### src/rtl/fft_frame_reader_pkg.sv
// Shared FFT definitions: default widths, frame reader state encoding and the
// address bit-reverse helper used by both the frame reader and the reorder logic.
package fft_frame_reader_pkg;

    localparam int FFT_ADDR_WIDTH = 10;
    localparam int FFT_DATA_WIDTH = 12;

    typedef enum logic [1:0] {
        ST_IDLE  = 2'd0,
        ST_READ  = 2'd1,
        ST_DRAIN = 2'd2
    } rd_state_e;

    // Reverses the low 'width' bits of val; bits above 'width' come back as zero.
    function automatic logic [31:0] bit_reverse(input logic [31:0] val, input int width);
        logic [31:0] res;
        res = '0;
        for (int i = 0; i < 32; i++) begin
            if (i < width) begin
                res[5'(width - 1 - i)] = val[5'(i)];
            end
        end
        return res;
    endfunction

endpackage

### src/rtl/fft_skid_buf2.sv
// Two-entry FIFO-ordered skid buffer; head entry drives the output with zero added latency.
// Upstream has no ready: the producer must never push into a full buffer.
module fft_skid_buf2 #(
    parameter int WIDTH = 13
) (
    input  logic             clk,
    input  logic             rst,
    input  logic             in_vld,
    input  logic [WIDTH-1:0] in_dat,
    output logic             out_vld,
    output logic [WIDTH-1:0] out_dat,
    input  logic             out_rdy,
    output logic [1:0]       count
);

    logic [WIDTH-1:0] head_q, head_d;
    logic [WIDTH-1:0] tail_q, tail_d;
    logic [1:0]       count_q, count_d;
    logic             pop;

    assign out_vld = (count_q != 2'd0);
    assign out_dat = head_q;
    assign count   = count_q;
    assign pop     = out_vld & out_rdy;

    always_comb begin
        head_d  = head_q;
        tail_d  = tail_q;
        count_d = count_q;
        case ({in_vld, pop})
            2'b10: begin
                if (count_q == 2'd0) begin
                    head_d  = in_dat;
                    count_d = 2'd1;
                end else if (count_q == 2'd1) begin
                    tail_d  = in_dat;
                    count_d = 2'd2;
                end
            end
            2'b01: begin
                head_d  = tail_q;
                count_d = count_q - 2'd1;
            end
            2'b11: begin
                // Push and pop together: occupancy unchanged, queue shifts by one.
                if (count_q == 2'd1) begin
                    head_d = in_dat;
                end else begin
                    head_d = tail_q;
                    tail_d = in_dat;
                end
            end
            default: ;
        endcase
    end

    always_ff @(posedge clk) begin
        if (rst) begin
            head_q  <= '0;
            tail_q  <= '0;
            count_q <= 2'd0;
        end else begin
            head_q  <= head_d;
            tail_q  <= tail_d;
            count_q <= count_d;
        end
    end

endmodule

### src/rtl/fft_frame_reader.sv
// Streams one 2**ADDR_WIDTH-word frame from the sample RAM, natural or bit-reversed order;
// first word valid 2 edges after the start edge, 1 word/cycle sustained under backpressure.
module fft_frame_reader
    import fft_frame_reader_pkg::*;
#(
    parameter int ADDR_WIDTH = FFT_ADDR_WIDTH,
    parameter int DATA_WIDTH = FFT_DATA_WIDTH
) (
    input  logic                  rd_clk,
    input  logic                  rd_rst,
    input  logic                  frame_ready,
    input  logic                  bitrev_en,
    output logic [ADDR_WIDTH-1:0] rd_addr,
    input  logic [DATA_WIDTH-1:0] rd_data,
    output logic [DATA_WIDTH-1:0] out_data,
    output logic                  out_valid,
    input  logic                  out_ready,
    output logic                  out_last,
    output logic                  frame_done,
    output logic                  busy,
    output logic                  overrun
);

    rd_state_e             state_q, state_d;
    logic [ADDR_WIDTH-1:0] cnt_q, cnt_d;
    logic [ADDR_WIDTH-1:0] rd_addr_q, rd_addr_d;
    logic                  bitrev_q, bitrev_d;
    logic                  inflight_q, inflight_d;
    logic                  inflight_last_q, inflight_last_d;
    logic                  pending_q, pending_d;
    logic                  overrun_q, overrun_d;
    logic                  busy_q, busy_d;
    logic                  frame_done_q, frame_done_d;

    logic [1:0]            skid_count;
    logic [2:0]            occupancy;
    logic [DATA_WIDTH:0]   head_dat;
    logic                  head_last;
    logic                  pop;
    logic                  issue;

    function automatic logic [ADDR_WIDTH-1:0] addr_of(input logic [ADDR_WIDTH-1:0] c,
                                                      input logic br);
        return br ? ADDR_WIDTH'(bit_reverse(32'(c), ADDR_WIDTH)) : c;
    endfunction

    assign pop       = out_valid & out_ready;
    // Words buffered or in the RAM pipe after this edge; issuing keeps it at most 2.
    assign occupancy = {1'b0, skid_count} + {2'b00, inflight_q} - {2'b00, pop};
    assign issue     = (state_q == ST_READ) && (occupancy < 3'd2);

    always_comb begin
        state_d         = state_q;
        cnt_d           = cnt_q;
        rd_addr_d       = rd_addr_q;
        bitrev_d        = bitrev_q;
        inflight_d      = 1'b0;
        inflight_last_d = 1'b0;
        pending_d       = pending_q;
        overrun_d       = overrun_q;
        frame_done_d    = 1'b0;
        case (state_q)
            ST_IDLE: begin
                if (frame_ready || pending_q) begin
                    state_d   = ST_READ;
                    cnt_d     = '0;
                    rd_addr_d = addr_of('0, bitrev_en);
                    bitrev_d  = bitrev_en;
                    pending_d = pending_q & frame_ready;
                end
            end
            ST_READ: begin
                if (issue) begin
                    inflight_d      = 1'b1;
                    inflight_last_d = (cnt_q == '1);
                    if (cnt_q == '1) begin
                        state_d = ST_DRAIN;
                    end else begin
                        cnt_d     = cnt_q + 1'b1;
                        rd_addr_d = addr_of(cnt_q + 1'b1, bitrev_q);
                    end
                end
            end
            ST_DRAIN: begin
                if (pop && head_last) begin
                    state_d      = ST_IDLE;
                    frame_done_d = 1'b1;
                end
            end
            default: state_d = ST_IDLE;
        endcase
        // One start can be queued behind the running frame; any further one is lost.
        if ((state_q != ST_IDLE) && frame_ready) begin
            if (pending_q) begin
                overrun_d = 1'b1;
            end else begin
                pending_d = 1'b1;
            end
        end
        busy_d = (state_d != ST_IDLE);
    end

    always_ff @(posedge rd_clk) begin
        if (rd_rst) begin
            state_q         <= ST_IDLE;
            cnt_q           <= '0;
            rd_addr_q       <= '0;
            bitrev_q        <= 1'b0;
            inflight_q      <= 1'b0;
            inflight_last_q <= 1'b0;
            pending_q       <= 1'b0;
            overrun_q       <= 1'b0;
            busy_q          <= 1'b0;
            frame_done_q    <= 1'b0;
        end else begin
            state_q         <= state_d;
            cnt_q           <= cnt_d;
            rd_addr_q       <= rd_addr_d;
            bitrev_q        <= bitrev_d;
            inflight_q      <= inflight_d;
            inflight_last_q <= inflight_last_d;
            pending_q       <= pending_d;
            overrun_q       <= overrun_d;
            busy_q          <= busy_d;
            frame_done_q    <= frame_done_d;
        end
    end

    fft_skid_buf2 #(
        .WIDTH (DATA_WIDTH + 1)
    ) u_skid (
        .clk     (rd_clk),
        .rst     (rd_rst),
        .in_vld  (inflight_q),
        .in_dat  ({inflight_last_q, rd_data}),
        .out_vld (out_valid),
        .out_dat (head_dat),
        .out_rdy (out_ready),
        .count   (skid_count)
    );

    assign out_data   = head_dat[DATA_WIDTH-1:0];
    assign head_last  = head_dat[DATA_WIDTH];
    assign out_last   = out_valid & head_last;
    assign rd_addr    = rd_addr_q;
    assign frame_done = frame_done_q;
    assign busy       = busy_q;
    assign overrun    = overrun_q;

endmodule

### config.mk
export PLATFORM = sky130hd
export DESIGN_NAME = fft_frame_reader
export DESIGN_NICKNAME = d
export VERILOG_FILES = /design/src/rtl/fft_frame_reader_pkg.sv /design/src/rtl/fft_skid_buf2.sv /design/src/rtl/fft_frame_reader.sv
export SDC_FILE = /design/constraint.sdc
export NUM_CORES = 1
export LEC_CHECK = 0
export BUFFER_PORTS_ARGS = -buffer_cell sky130_fd_sc_hd__clkbuf_2
export CAP_MARGIN = 20
export CORE_ASPECT_RATIO = 0.5
export CORE_UTILIZATION = 57
export CTS_CLUSTER_SIZE = 28
export DETAILED_ROUTE_END_ITERATION = 10
export PLACE_DENSITY_LB_ADDON = 0.05
export SLEW_MARGIN = 20
export SYNTH_ARGS = -nofsm -noshare
export SYNTH_HDL_FRONTEND = slang
export SYNTH_SLANG_ARGS = --single-unit
### constraint.sdc
create_clock -name rd_clk -period 3.29 [get_ports rd_clk]
set_input_delay 0.658 -clock rd_clk [delete_from_list [all_inputs] [get_ports rd_clk]]
set_output_delay 0.658 -clock rd_clk [all_outputs]
set_load 0.02 [all_outputs]
# ---- Word level (Yosys, flattened, before mapping)
# Index checks and enable logic that the tools add are counted.
dict set report op_classes {
  add_sub_neg 4
  order_cmp 1
  eq_ne 14
  n_mux 28
  bitwise 6
  n_reduce_logical 22
}
# operator count
set op_table {}
lappend op_table {{2-to-1 mux 10 bit} 6}
lappend op_table {{2-to-1 mux 13 bit} 4}
lappend op_table {{one-hot mux 10 bit (2 select lines)} 2}
lappend op_table {{one-hot mux 13 bit (3 select lines)} 1}
lappend op_table {{one-hot mux 13 bit (2 select lines)} 1}
lappend op_table {{2-to-1 mux 2 bit} 6}
lappend op_table {{nonzero test 2 bit} 6}
lappend op_table {{adder 10 x 1 -> 10 bit (second input constant)} 1}
lappend op_table {{== test 10 bit (second input constant)} 1}
lappend op_table {{!= test 2 bit (second input constant)} 5}
lappend op_table {{AND reduction 2 bit} 4}
lappend op_table {{== test 2 x 1 -> 1 bit (second input constant)} 3}
lappend op_table {{== test 2 bit (second input constant)} 3}
lappend op_table {{2-to-1 mux 1 bit} 6}
lappend op_table {{one-hot mux 2 bit (3 select lines)} 1}
lappend op_table {{zero test 2 bit} 2}
lappend op_table {{one-hot mux 2 bit (2 select lines)} 1}
lappend op_table {{AND reduction 4 bit} 1}
lappend op_table {{OR reduction 2 bit} 2}
lappend op_table {{adder 2 x 1 -> 3 bit} 1}
lappend op_table {{bitwise AND 1 bit} 3}
lappend op_table {{logical AND 1 bit} 3}
lappend op_table {{< comparator 3 x 2 -> 1 bit (second input constant)} 1}
lappend op_table {{!= test 3 x 1 -> 1 bit (second input constant)} 1}
lappend op_table {{other kinds (8)} 10}
dict set report word_totals {
  register_bits 57
  in_bits 17
  out_inout_bits 27
}

# ---- Longest topological paths before layout
dict set report logic_depth {
  ltp_word 8
  ltp_mapped 12
}

# ---- Modules after synthesis
# From an unflattened synthesis, not the netlist that was laid out.
dict set report unflattened {
  hier_cells 336
  area_unflattened_um2 3017.9
}
# mod instances cells_per_inst area_each_um2 seq_area_each_um2
set by_module_without_submodules {}
lappend by_module_without_submodules {fft_frame_reader 1 181 1671.6 580.6}
lappend by_module_without_submodules {fft_skid_buf2 1 155 1346.3 560.5}

# ---- Worst setup path before layout
# No wires, ideal clock.
dict set report synth_path {
  kind {register -> register}
  from {register u_skid.count_q[1] (netlist: u_skid.count[1])}
  to {register cnt_q[8]}
  setup_time_ps 115
  t_arrival_ps 2566
  t_required_ps 3175
  path_slack_ps 608
  path_stages_with_launch 11
  n_path_buf 0
  path_cell_list {dfxtp_1 > inv_1 > ha_1 > nand2b_1 > nor2_1 > o21ai_0 > fa_1 > nand3b_1 > o22ai_1 > a311oi_1 > a31o_1}
}
dict set report synth_via {
  elab_chain_cells 7
  word_cells_on_any_way 8
  classes_between {add/sub: 2; order compare: 1; eq/ne: 1; bitwise: 1; reduce/logical: 3}
}
# element line
set synth_rtl {}
lappend synth_rtl {{from (decl)} fft_skid_buf2.sv:18} ;# logic [1:0] count_q, count_d;
lappend synth_rtl {{from (signal assigned)} fft_skid_buf2.sv:65} ;# count_q <= count_d;
lappend synth_rtl {{parallel branches: the longest is 2 deep, another holds adder 2 x 1 -> 3 bit} -}
lappend synth_rtl {{subtractor 3 x 1 -> 3 bit *} fft_frame_reader.sv:49} ;# assign occupancy = {1'b0, skid_count} + {2'b00, inflight_q} - {2'b00, pop};
lappend synth_rtl {{< comparator 3 x 2 -> 1 bit *} fft_frame_reader.sv:50} ;# assign issue = (state_q == ST_READ) && (occupancy < 3'd2);
lappend synth_rtl {{logical AND 1 bit *} fft_frame_reader.sv:50}
lappend synth_rtl {{!= test 2 bit (no source line) *} -}
lappend synth_rtl {{AND reduction 4 bit (no source line) *} -}
lappend synth_rtl {{to (signal assigned)} fft_frame_reader.sv:117} ;# cnt_q <= cnt_d;
lappend synth_rtl {{to (decl)} fft_frame_reader.sv:25} ;# logic [ADDR_WIDTH-1:0] cnt_q, cnt_d;
# Every way passes the cells marked *.
# A chain may end at the register's enable or synchronous reset.

# ---- Worst setup path in the final report
dict set report layout_path {
  from {register u_skid.count_q[1] (netlist: u_skid.count[1])}
  to {register cnt_q[9]}
}
# The elaborated chain is that of the path after synthesis.

==> results.sh <==
export IMPL_synth_top_area_cell="dfxtp_1"
export IMPL_synthesis_area_mm2=0.00304
export IMPL_rows=18
export IMPL_die_height_um=53.6
export IMPL_setup_viol=0
export IMPL_min_period_ns=2.95
export IMPL_rrSetupSlack_ns=0.34
export IMPL_r2r_start="u_skid.count[1]"
export IMPL_core_mm2=0.00502
export IMPL_crit_arrival_ns=3.17
export IMPL_leakage_nw=1.25
export IMPL_cts_setup_buffers=0
export IMPL_synth_flop_cell="dfxtp_1"
export IMPL_multi_input_area_mm2=0.00164
export IMPL_io_pins=44
export IMPL_hpwl_mm=5.06
export IMPL_seqPwrFrac_pct=33.8
export IMPL_p_clk_share_pct=30.5
export IMPL_internal_power_mw=1.62
export IMPL_grtUsageTotal_pct=27.3
export IMPL_grt_pass1_wl_mm=11.8
export IMPL_start_kind="flip-flop"
export IMPL_min_path_type="flip-flop to flip-flop"
export IMPL_power_switching_uw=949
export IMPL_fin_crit_sh_pct=89.5
export IMPL_initial_core_util_pct=60.4
export IMPL_dpl_cell_area_mm2=0.00318
export IMPL_numCtsBuffers=9
export IMPL_drive_gt1_share_pct=20.3
export IMPL_status="completed"
export IMPL_slew_violations=0
export IMPL_worst_pin_slew_ns=1.02
export IMPL_synth_area_top_cells="dfxtp_1, a21oi_1, o21ai_0"
export IMPL_synth_top_area_share_pct=37.6
export IMPL_firstDrtPassIters=5
export IMPL_cts_sinks=57
export IMPL_clkLatencyLatePin_ns=0.33
export IMPL_grt_pass1_vias=2460
export IMPL_cts_root_buffer="clkbuf_8"
export IMPL_cp_data_required_time_ns=3.52
export IMPL_critPathLaunch="u_skid.count[1]"
export IMPL_via_per_inst=6.10
export IMPL_syn_avg_cell_area_um2=8.46
export IMPL_nFillCells=442
export IMPL_nets=404
export IMPL_die_x_um=105
export IMPL_ant_nets=0
export IMPL_antenna_found_initial=0
export IMPL_grt_ovfl_total=0
export IMPL_vias=2769
export IMPL_finalHoldViolCount=0
export IMPL_seq_area_frac_synth_pct=37.6
export IMPL_die_area_mm2=0.00564
export IMPL_r2r_worst_path_cells=10
export IMPL_final_common_cell="dfxtp_1"
export IMPL_clk_pin_slew_ns=0.06
export IMPL_seq_area_mm2=0.00114
export IMPL_vdd_drop_max_mv=0.384
export IMPL_htreeDepth=3
export IMPL_clock_path_buffers=2
export IMPL_crit_path_end="cnt_q[9]"
export IMPL_yosys_warnings=0
export IMPL_total_power_mw=2.57
export IMPL_cts_tree="done"
export IMPL_reg2reg_to="cnt_q[9]"
export IMPL_final_cell_area_mm2=0.00341
export IMPL_grt_max_degree=34
export IMPL_critPathMaxFanout=14
export IMPL_setup_tns_ns=0
export IMPL_drt_iter0_markers=129
export IMPL_synthArstFlopShare_pct=0
export IMPL_combPwrFrac_pct=35.7
export IMPL_synth_enable_flop_cells=0
export IMPL_route_detailed_drc=0
export IMPL_p_sw_share_pct=36.9
export IMPL_fmax_mhz=339
export IMPL_synth_nets=382
export IMPL_hold_slack_ns=0.477
export IMPL_cts_hold_buf=0
export IMPL_gp_congestion=0.884
export IMPL_path_class="flip-flop to flip-flop"
export IMPL_max_slew_margin_pct=32.3
export IMPL_cap_violations=0
export IMPL_antennaDiodeCount=0
export IMPL_final_cell_mix="dfxtp_1, clkbuf_2, a21oi_1"
export IMPL_wire_per_inst_um=16.0
export IMPL_cts_resized_gates=0
export IMPL_synth_cells=359
export IMPL_synth_cell_types=50
export IMPL_io_buffers=43
export IMPL_end_kind="flip-flop"
export IMPL_powerDensity_mw_per_mm2=753
export IMPL_synth_seq_cells=57
export IMPL_fin_skew_ns=0.00895
export IMPL_wl_mm=7.27
export IMPL_syn_to_final_growth_pct=12.4
export IMPL_rsz0062_at_grt="no"
==> metal layers <==
metal,wire length [um],up-vias,global-route usage [%]
met5,0,-,0
met4,92,0,7.98
met3,535,14,8.84
met2,3480,102,48.1
met1,3160,1297,32.9
li1,-,1356,-
==> area by class of cell <==
| class | instances | area share [%] |
|---|---|---|
| Multi-Input combinational cell | 249 | 47.9 |
| Inverter | 15 | 1.65 |
| Clock inverter | 3 | 2.64 |
| Tap cell | 70 | 2.57 |
| Clock buffer | 11 | 4.14 |
| Sequential cell | 57 | 33.4 |
| Timing Repair Buffer | 49 | 7.62 |
==> metrics by stage <==
| stage | util [%] | std cells | setup slack, ns |
|---|---|---|---|
| 2_1_floorplan | - | 359 | 0.608 |
| 3_3_place_gp | 63.3 | 440 | 0.264 |
| 3_5_place_dp | 63.3 | 440 | 0.127 |
| 4_1_cts | 67.9 | 454 | 0.109 |
| 5_1_grt | 68.0 | 454 | 0.100 |
| 6_report | 68.0 | 454 | 0.344 |
==> logic make-up after synthesis <==
logic type,Yosys count,share of synthesized area (%)
AOI/OAI and AO/OA,110,26.0
xor gates and xnor gates,5,1.44
adders and majority gates,6,2.72
buffers and inverters,53,8.66
DFF,57,37.6
muxes,5,1.69
and+or+nand+nor,123,21.9
==> power groups by stage <==
stage / clock (mW) / sequential [mW] / combinational [mW]
detailed placement: 0 / 0.883 / 0.911
global placement: 0 / 0.876 / 0.887
floorplan: 0 / 0.872 / 0.757
finish: 0.785 / 0.869 / 0.917
global route: 0.827 / 0.882 / 1.02
CTS: 0.792 / 0.869 / 0.915
==> registers in the layout (all words and copies together), names as in the netlist <==
register and cells:
u_skid.out_dat 13, u_skid.tail_q 13, cnt_q 10, rd_addr 10, state_q 2, u_skid.count 2
bitrev_q 1, busy 1, frame_done 1, inflight_last_q 1, inflight_q 1, overrun 1
pending_q 1
==> cell usage after synthesis, types with 2 or more instances <==
cell type	n
ha_1	5
o31ai_1	3
clkbuf_1	15
and4_2	2
nand2_1	10
o21ai_0	27
nand3_1	21
nand4_1	7
nor3_1	17
mux2i_1	4
dfxtp_1	57
and4_1	3
xnor2_1	4
nor2_1	30
nand3b_1	3
a31oi_1	6
nor2b_1	3
a211oi_1	2
nand2b_1	12
a31o_2	2
o32ai_2	7
a311oi_1	4
buf_2	9
o221ai_1	2
and2_1	2
or4_1	2
a221oi_1	15
buf_4	12
or3_1	3
a31o_1	3
or2_1	3
inv_1	15
a21oi_1	32
==> how the worst min path moves through the flow <==
stage	cells past startpoint	end	slack (ns)	startpoint
finish	2	overrun	0.48	overrun
global placement	2	overrun	0.45	overrun
detailed placement	2	overrun	0.47	overrun
CTS	2	u_skid.tail_q[12]	0.48	u_skid.tail_q[12]
floorplan	2	u_skid.tail_q[0]	0.45	u_skid.tail_q[0]
global route	2	u_skid.out_dat[7]	0.51	u_skid.out_dat[7]
==> critical path, cell delays in order (launching register included) <==
cell and delay (ns):
dfxtp_1 0.44, inv_1 0.10, ha_1 0.20, nand2b_1 0.21
nor2_1 0.18, o21ai_0 0.14, fa_1 0.43, xor2_1 0.30
a2bb2oi_2 0.38, nor2_4 0.17, a311oi_1 0.30
(Power assumes the default switching activity.)
